## src/rtl/dtcm_arb_if.sv

```systemverilog
// Bus bundle between the CPU memory stage, the external requester and the DTCM.
// The arbiter takes the slave view; the requesters and the DTCM take the master view.
interface dtcm_arb_if;
  localparam int unsigned ADDR_W = 32;
  localparam int unsigned DATA_W = 32;
  localparam int unsigned BE_W   = 4;

  logic              cpu_en;
  logic [BE_W-1:0]   cpu_wen;
  logic [ADDR_W-1:0] cpu_addr;
  logic [DATA_W-1:0] cpu_wdata;
  logic [DATA_W-1:0] cpu_rdata;
  logic              cpu_stall;

  logic              ext_req;
  logic [BE_W-1:0]   ext_wen;
  logic [ADDR_W-1:0] ext_addr;
  logic [DATA_W-1:0] ext_wdata;
  logic              ext_lock;
  logic              ext_gnt;
  logic              ext_rvalid;
  logic [DATA_W-1:0] ext_rdata;

  logic              dtcm_en;
  logic [BE_W-1:0]   dtcm_wen;
  logic [ADDR_W-1:0] dtcm_addr;
  logic [DATA_W-1:0] dtcm_wdata;
  logic [DATA_W-1:0] dtcm_rdata;

  modport slave (
    input  cpu_en, cpu_wen, cpu_addr, cpu_wdata,
    input  ext_req, ext_wen, ext_addr, ext_wdata, ext_lock,
    input  dtcm_rdata,
    output cpu_rdata, cpu_stall,
    output ext_gnt, ext_rvalid, ext_rdata,
    output dtcm_en, dtcm_wen, dtcm_addr, dtcm_wdata
  );

  modport master (
    output cpu_en, cpu_wen, cpu_addr, cpu_wdata,
    output ext_req, ext_wen, ext_addr, ext_wdata, ext_lock,
    output dtcm_rdata,
    input  cpu_rdata, cpu_stall,
    input  ext_gnt, ext_rvalid, ext_rdata,
    input  dtcm_en, dtcm_wen, dtcm_addr, dtcm_wdata
  );
endinterface

```

## src/rtl/dtcm_arb.sv

```systemverilog
// Two-port arbiter sharing the single-ported DTCM between the CPU and an external
// requester: CPU priority by default, starvation escape and lockable EXT bursts.
module dtcm_arb #(
  parameter int unsigned STARVE_MAX = 4,
  parameter int unsigned CNT_W      = 4
) (
  input logic        clk,
  input logic        reset,
  dtcm_arb_if.slave  bus
);

  typedef enum logic {
    CPU_PRI = 1'b0,
    EXT_PRI = 1'b1
  } state_e;

  localparam logic [CNT_W-1:0] CNT_MAX = CNT_W'(STARVE_MAX);

  state_e           state;
  logic [CNT_W-1:0] starve_cnt;
  logic             ext_rd_q;
  logic             cpu_rd_q;

  logic             starved_c;
  logic             ext_win_c;
  logic             cpu_go_c;

  // Same-cycle grant; reset masks every grant so nothing reaches the DTCM.
  always_comb begin
    starved_c = (starve_cnt == CNT_MAX);
    ext_win_c = bus.ext_req & ~reset &
                (~bus.cpu_en | (state == EXT_PRI) | starved_c);
    cpu_go_c  = bus.cpu_en & ~reset & ~ext_win_c;
  end

  assign bus.ext_gnt   = ext_win_c;
  assign bus.cpu_stall = bus.cpu_en & ext_win_c;

  // DTCM request mux; idle address/data follow the CPU to avoid extra muxing.
  always_comb begin
    bus.dtcm_en    = 1'b0;
    bus.dtcm_wen   = '0;
    bus.dtcm_addr  = bus.cpu_addr;
    bus.dtcm_wdata = bus.cpu_wdata;
    if (ext_win_c) begin
      bus.dtcm_en    = 1'b1;
      bus.dtcm_wen   = bus.ext_wen;
      bus.dtcm_addr  = bus.ext_addr;
      bus.dtcm_wdata = bus.ext_wdata;
    end else if (cpu_go_c) begin
      bus.dtcm_en    = 1'b1;
      bus.dtcm_wen   = bus.cpu_wen;
    end
  end

  // Priority state, starvation counter and read-return flags.
  always_ff @(posedge clk) begin
    if (reset) begin
      state      <= CPU_PRI;
      starve_cnt <= '0;
      ext_rd_q   <= 1'b0;
      cpu_rd_q   <= 1'b0;
    end else begin
      case (state)
        CPU_PRI: if (ext_win_c & bus.ext_lock) state <= EXT_PRI;
        EXT_PRI: if ((ext_win_c & ~bus.ext_lock) | ~bus.ext_req) state <= CPU_PRI;
      endcase

      if (ext_win_c | ~bus.ext_req) begin
        starve_cnt <= '0;
      end else if (!starved_c) begin
        starve_cnt <= starve_cnt + CNT_W'(1);
      end

      ext_rd_q <= ext_win_c & (bus.ext_wen == '0);
      cpu_rd_q <= cpu_go_c & (bus.cpu_wen == '0);
    end
  end

  // Read data straight from the DTCM; a reset in the return cycle drops the valid.
  assign bus.ext_rvalid = ext_rd_q & ~reset;
  assign bus.ext_rdata  = bus.dtcm_rdata;
  assign bus.cpu_rdata  = cpu_rd_q ? bus.dtcm_rdata : '0;

endmodule

```

## src/flat_wrapper.sv

```systemverilog
// flat-port wrapper written by rule: the top's interface ports become plain ports
module dtcm_arb_flat 
#(
  parameter int unsigned STARVE_MAX = 4,
  parameter int unsigned CNT_W      = 4
)
  (clk, reset, bus_cpu_en, bus_cpu_wen, bus_cpu_addr, bus_cpu_wdata, bus_ext_req, bus_ext_wen, bus_ext_addr, bus_ext_wdata, bus_ext_lock, bus_dtcm_rdata, bus_cpu_rdata, bus_cpu_stall, bus_ext_gnt, bus_ext_rvalid, bus_ext_rdata, bus_dtcm_en, bus_dtcm_wen, bus_dtcm_addr, bus_dtcm_wdata);
  dtcm_arb_if bus_i ();
  input logic clk;
  input logic reset;
  input wire logic [$bits(bus_i.cpu_en)-1:0] bus_cpu_en;
  input wire logic [$bits(bus_i.cpu_wen)-1:0] bus_cpu_wen;
  input wire logic [$bits(bus_i.cpu_addr)-1:0] bus_cpu_addr;
  input wire logic [$bits(bus_i.cpu_wdata)-1:0] bus_cpu_wdata;
  input wire logic [$bits(bus_i.ext_req)-1:0] bus_ext_req;
  input wire logic [$bits(bus_i.ext_wen)-1:0] bus_ext_wen;
  input wire logic [$bits(bus_i.ext_addr)-1:0] bus_ext_addr;
  input wire logic [$bits(bus_i.ext_wdata)-1:0] bus_ext_wdata;
  input wire logic [$bits(bus_i.ext_lock)-1:0] bus_ext_lock;
  input wire logic [$bits(bus_i.dtcm_rdata)-1:0] bus_dtcm_rdata;
  output wire logic [$bits(bus_i.cpu_rdata)-1:0] bus_cpu_rdata;
  output wire logic [$bits(bus_i.cpu_stall)-1:0] bus_cpu_stall;
  output wire logic [$bits(bus_i.ext_gnt)-1:0] bus_ext_gnt;
  output wire logic [$bits(bus_i.ext_rvalid)-1:0] bus_ext_rvalid;
  output wire logic [$bits(bus_i.ext_rdata)-1:0] bus_ext_rdata;
  output wire logic [$bits(bus_i.dtcm_en)-1:0] bus_dtcm_en;
  output wire logic [$bits(bus_i.dtcm_wen)-1:0] bus_dtcm_wen;
  output wire logic [$bits(bus_i.dtcm_addr)-1:0] bus_dtcm_addr;
  output wire logic [$bits(bus_i.dtcm_wdata)-1:0] bus_dtcm_wdata;
  assign bus_i.cpu_en = bus_cpu_en;
  assign bus_i.cpu_wen = bus_cpu_wen;
  assign bus_i.cpu_addr = bus_cpu_addr;
  assign bus_i.cpu_wdata = bus_cpu_wdata;
  assign bus_i.ext_req = bus_ext_req;
  assign bus_i.ext_wen = bus_ext_wen;
  assign bus_i.ext_addr = bus_ext_addr;
  assign bus_i.ext_wdata = bus_ext_wdata;
  assign bus_i.ext_lock = bus_ext_lock;
  assign bus_i.dtcm_rdata = bus_dtcm_rdata;
  assign bus_cpu_rdata = bus_i.cpu_rdata;
  assign bus_cpu_stall = bus_i.cpu_stall;
  assign bus_ext_gnt = bus_i.ext_gnt;
  assign bus_ext_rvalid = bus_i.ext_rvalid;
  assign bus_ext_rdata = bus_i.ext_rdata;
  assign bus_dtcm_en = bus_i.dtcm_en;
  assign bus_dtcm_wen = bus_i.dtcm_wen;
  assign bus_dtcm_addr = bus_i.dtcm_addr;
  assign bus_dtcm_wdata = bus_i.dtcm_wdata;
  dtcm_arb #(.STARVE_MAX(STARVE_MAX), .CNT_W(CNT_W)) u_core (.clk(clk), .reset(reset), .bus(bus_i));
endmodule
```

## config.mk

```make
export PLATFORM = sky130hd
export DESIGN_NAME = dtcm_arb_flat
export DESIGN_NICKNAME = d
export VERILOG_FILES = /design/src/rtl/dtcm_arb_if.sv /design/src/rtl/dtcm_arb.sv /design/src/flat_wrapper.sv
export SDC_FILE = /design/constraint.sdc
export NUM_CORES = 1
export LEC_CHECK = 0
export ABC_AREA = 1
export BUFFER_PORTS_ARGS = -buffer_cell sky130_fd_sc_hd__buf_2
export CORE_AREA = 5 5 116 118
export CTS_CLUSTER_SIZE = 10
export DETAILED_ROUTE_END_ITERATION = 8
export DIE_AREA = 0 0 121 123
export PLACE_DENSITY_LB_ADDON = 0.2
export SYNTH_ARGS = -nofsm -noshare
export SYNTH_HDL_FRONTEND = slang
export SYNTH_SLANG_ARGS = --single-unit
```

## constraint.sdc

```tcl
create_clock -name clk -period 4.4 [get_ports clk]
set_input_delay 1.32 -clock clk [delete_from_list [all_inputs] [get_ports clk]]
set_output_delay 1.32 -clock clk [all_outputs]
set_load 0.1 [all_outputs]
```

==> results.cfg <==
[grt]
grt_usage_pct = 11.6
grt_pass1_wl_mm = 14.1
grt_pass1_vias = 2904
met2_usage_pct = 22.7
met1_usage_pct = 12.1
overflow = 0
grt_antenna_before_repair = 0
grt-busiest-layer = met2
grt_use_met3_pct = 3.80
grt_max_degree = 66

[sta]
whs_ns = 0.482
setup_viol = 0
final_hold_viol_count = 0
slew_headroom_pct = 33.7
finClkSkew_ns = 0.00208
finalMaxSlewViolations = 0
tns_ns = 0
tightest_slew_ns = 0.994
post-route-period-util_pct = 92.8
post-route-min-period_ns = 4.09
grt_setup_unrepaired = no
fmax_ghz = 0.245

[pwr]
clock_power_share_pct = 13.8
p_sw_w = 0.000680
vdd_drop_max_mv = 0.120
power.internal_w = 0.000469
swShare_pct = 59.2
combPwrFrac_pct = 80.5
sequentialPowerShare_pct = 5.7
powerDensity_nw_per_um2 = 266
p_leak_nw = 2.79

[cts]
tritoncts = yes
cts_setup_buffers = 0
htree_levels = 1
cts_hold_buf = 0
cts_buffers = 3
clock-sinks = 7
clock_path_buffers = 2
postCtsResizedCells = 0
clk_pin_slew_ns = 0.04
clk_latency_ns = 0.23
clockRootBuffer = clkbuf_16

[route]
vias = 2966
antenna_left = 0
wire_per_inst_um = 12.3
drc = 0
wl_mm = 9.87
dr.pass1.iters = 4
viasPerCell = 3.69
first_iter_violations = 113

[hold_path]
whs_path_depth = 1
min_path_type = flop to flop

[place]
port_buffers = 308
place_congestion = 0.774
place_area_um2 = 4250
placed_cells = 799
dp_hpwl_mm = 8.80

[synth]
syn_inst = 366
synth_cell_types = 23
yosysSeqAreaShare_pct = 7.67
synth_area_leaders = nand2_1, buf_4, inv_1
syn-cell-area_um2 = 1830
ys_ff_latch = 7
syn_avg_cell_area_um2 = 4.99
yosys.area.top_type = nand2_1
ys.warnings.count = 0
syn-num-nets = 541
netlist.area_leader.share_pct = 46.0

[job]
cap_violations = 0

[floorplan]
coreArea_um2 = 12400
die_h_um = 123
start_util_pct = 14.8
io_pins = 309
num_rows = 41
die_w_um = 121
dieArea_um2 = 14900

[worst_setup_path]
r2r_slack_ns = 3.14
startpoint_type = input port
regToRegStartpoint = u_core.starve_cnt[0]
cp.required_ns = 3.08
worst_setup_path_end_kind = output pin
arrival_ns = 2.77
cp-startpoint = reset
worst_r2r_endpoint = u_core.cpu_rd_q
worstSetupPathType = input port to output pin
crit_fanout = 65
r2r_cells = 7
cp-endpoint = bus_dtcm_addr[24]

[cells_and_area]
finalNonFillerCells = 803
fillCellCount = 1357
layout-drive-gt1-share_pct = 52.6
layout_common_cells = buf_2, nand2_1, buf_12
nets = 807
insertedDiodeCount = 0
finalInstanceArea_um2 = 4330
area_growth_pct = 137
final_util_pct = 35.0
layout_commonest_cell = buf_2

[outcome]
outcome = finished clean
-- worst max-delay path: stages --
cell     delay [ns]
buf_2          0.12
nor2_2         0.27
nand2_4        0.20
inv_2          0.11
buf_12         0.27
nand2_1        0.11
nand2_1        0.12
buf_12         0.18
-- logic make-up (layout without fill, tap and decap cells) --
kind of cell	after synthesis	in the layout	share of synthesized area (%)
buffers and inverters	92	357	32.0
adders and majority gates	2	2	1.37
AOI/OAI and AO/OA	2	2	0.547
xor gates and xnor gates	2	2	0.958
and+or+nand+nor	261	261	57.5
DFF	7	7	7.67
-- stage by stage --
step,power (W),setup slack [ns]
2_1_floorplan,0.000672,0.133
3_3_place_gp,0.000995,0.362
3_5_place_dp,0.000997,0.308
4_1_cts,0.00116,0.307
5_1_grt,0.00119,0.153
6_report,0.00115,0.315
-- Yosys cell counts --
library cell / instances
inv_2: 1
nor3_2: 1
a21oi_1: 1
inv_1: 41
dfxtp_1: 7
buf_6: 12
nand3_1: 9
ha_1: 2
buf_8: 1
nand3_2: 1
buf_4: 32
nor2_1: 11
xor2_1: 1
nand2_4: 2
nand2_2: 10
nand4_1: 1
xnor2_1: 1
nor2_2: 2
clkbuf_1: 3
buf_2: 1
nand2_1: 224
buf_12: 1
o21ai_0: 1
-- worst min-delay path by stage --
| stage | startpoint | endpoint | slack [ns] |
|---|---|---|---|
| final | u_core.starve_cnt[0] | u_core.starve_cnt[0] | 0.48 |
| after global routing | u_core.starve_cnt[0] | u_core.starve_cnt[0] | 0.53 |
| after CTS | u_core.starve_cnt[0] | u_core.starve_cnt[0] | 0.48 |
| after detailed placement | u_core.starve_cnt[0] | u_core.starve_cnt[0] | 0.45 |
| after global placement | u_core.starve_cnt[0] | u_core.starve_cnt[0] | 0.44 |
| after floorplan | u_core.starve_cnt[0] | u_core.starve_cnt[0] | 0.43 |
-- area by class of cell --
cell class              instances  area (µm²)  area share, %
repair buffers                311        2630           60.7
multi-input cells             267        1110           25.6
well taps                     172         215           4.98
inverters                      42         158           3.64
flip-flops and latches          7         140           3.24
clock buffers                   4        78.8           1.82
-- routing by layer --
| layer | vias up | part of all wire, % | routed length (µm) |
|---|---|---|---|
| li1 | 1553 | - | - |
| met5 | - | 0 | 0 |
| met1 | 1220 | 34 | 3340 |
| met2 | 184 | 53 | 5260 |
| met4 | 0 | 1.3 | 125 |
| met3 | 9 | 12 | 1150 |
-- flip-flops by register name, indices dropped and copies added (netlist names) --
register / count
u_core.cpu_rd_q: 1
u_core.ext_rd_q: 1
u_core.starve_cnt: 4
u_core.state: 1
-- power by group through the flow --
stage               logic (W)  registers [W]  clock network (W)
floorplan            0.000606      0.0000662                  0
detailed placement   0.000930      0.0000670                  0
global route         0.000958      0.0000662           0.000167
CTS                  0.000932      0.0000660           0.000162
global placement     0.000928      0.0000669                  0
finish               0.000925      0.0000660           0.000158
No activity file was read; power rests on OpenSTA's default activity.
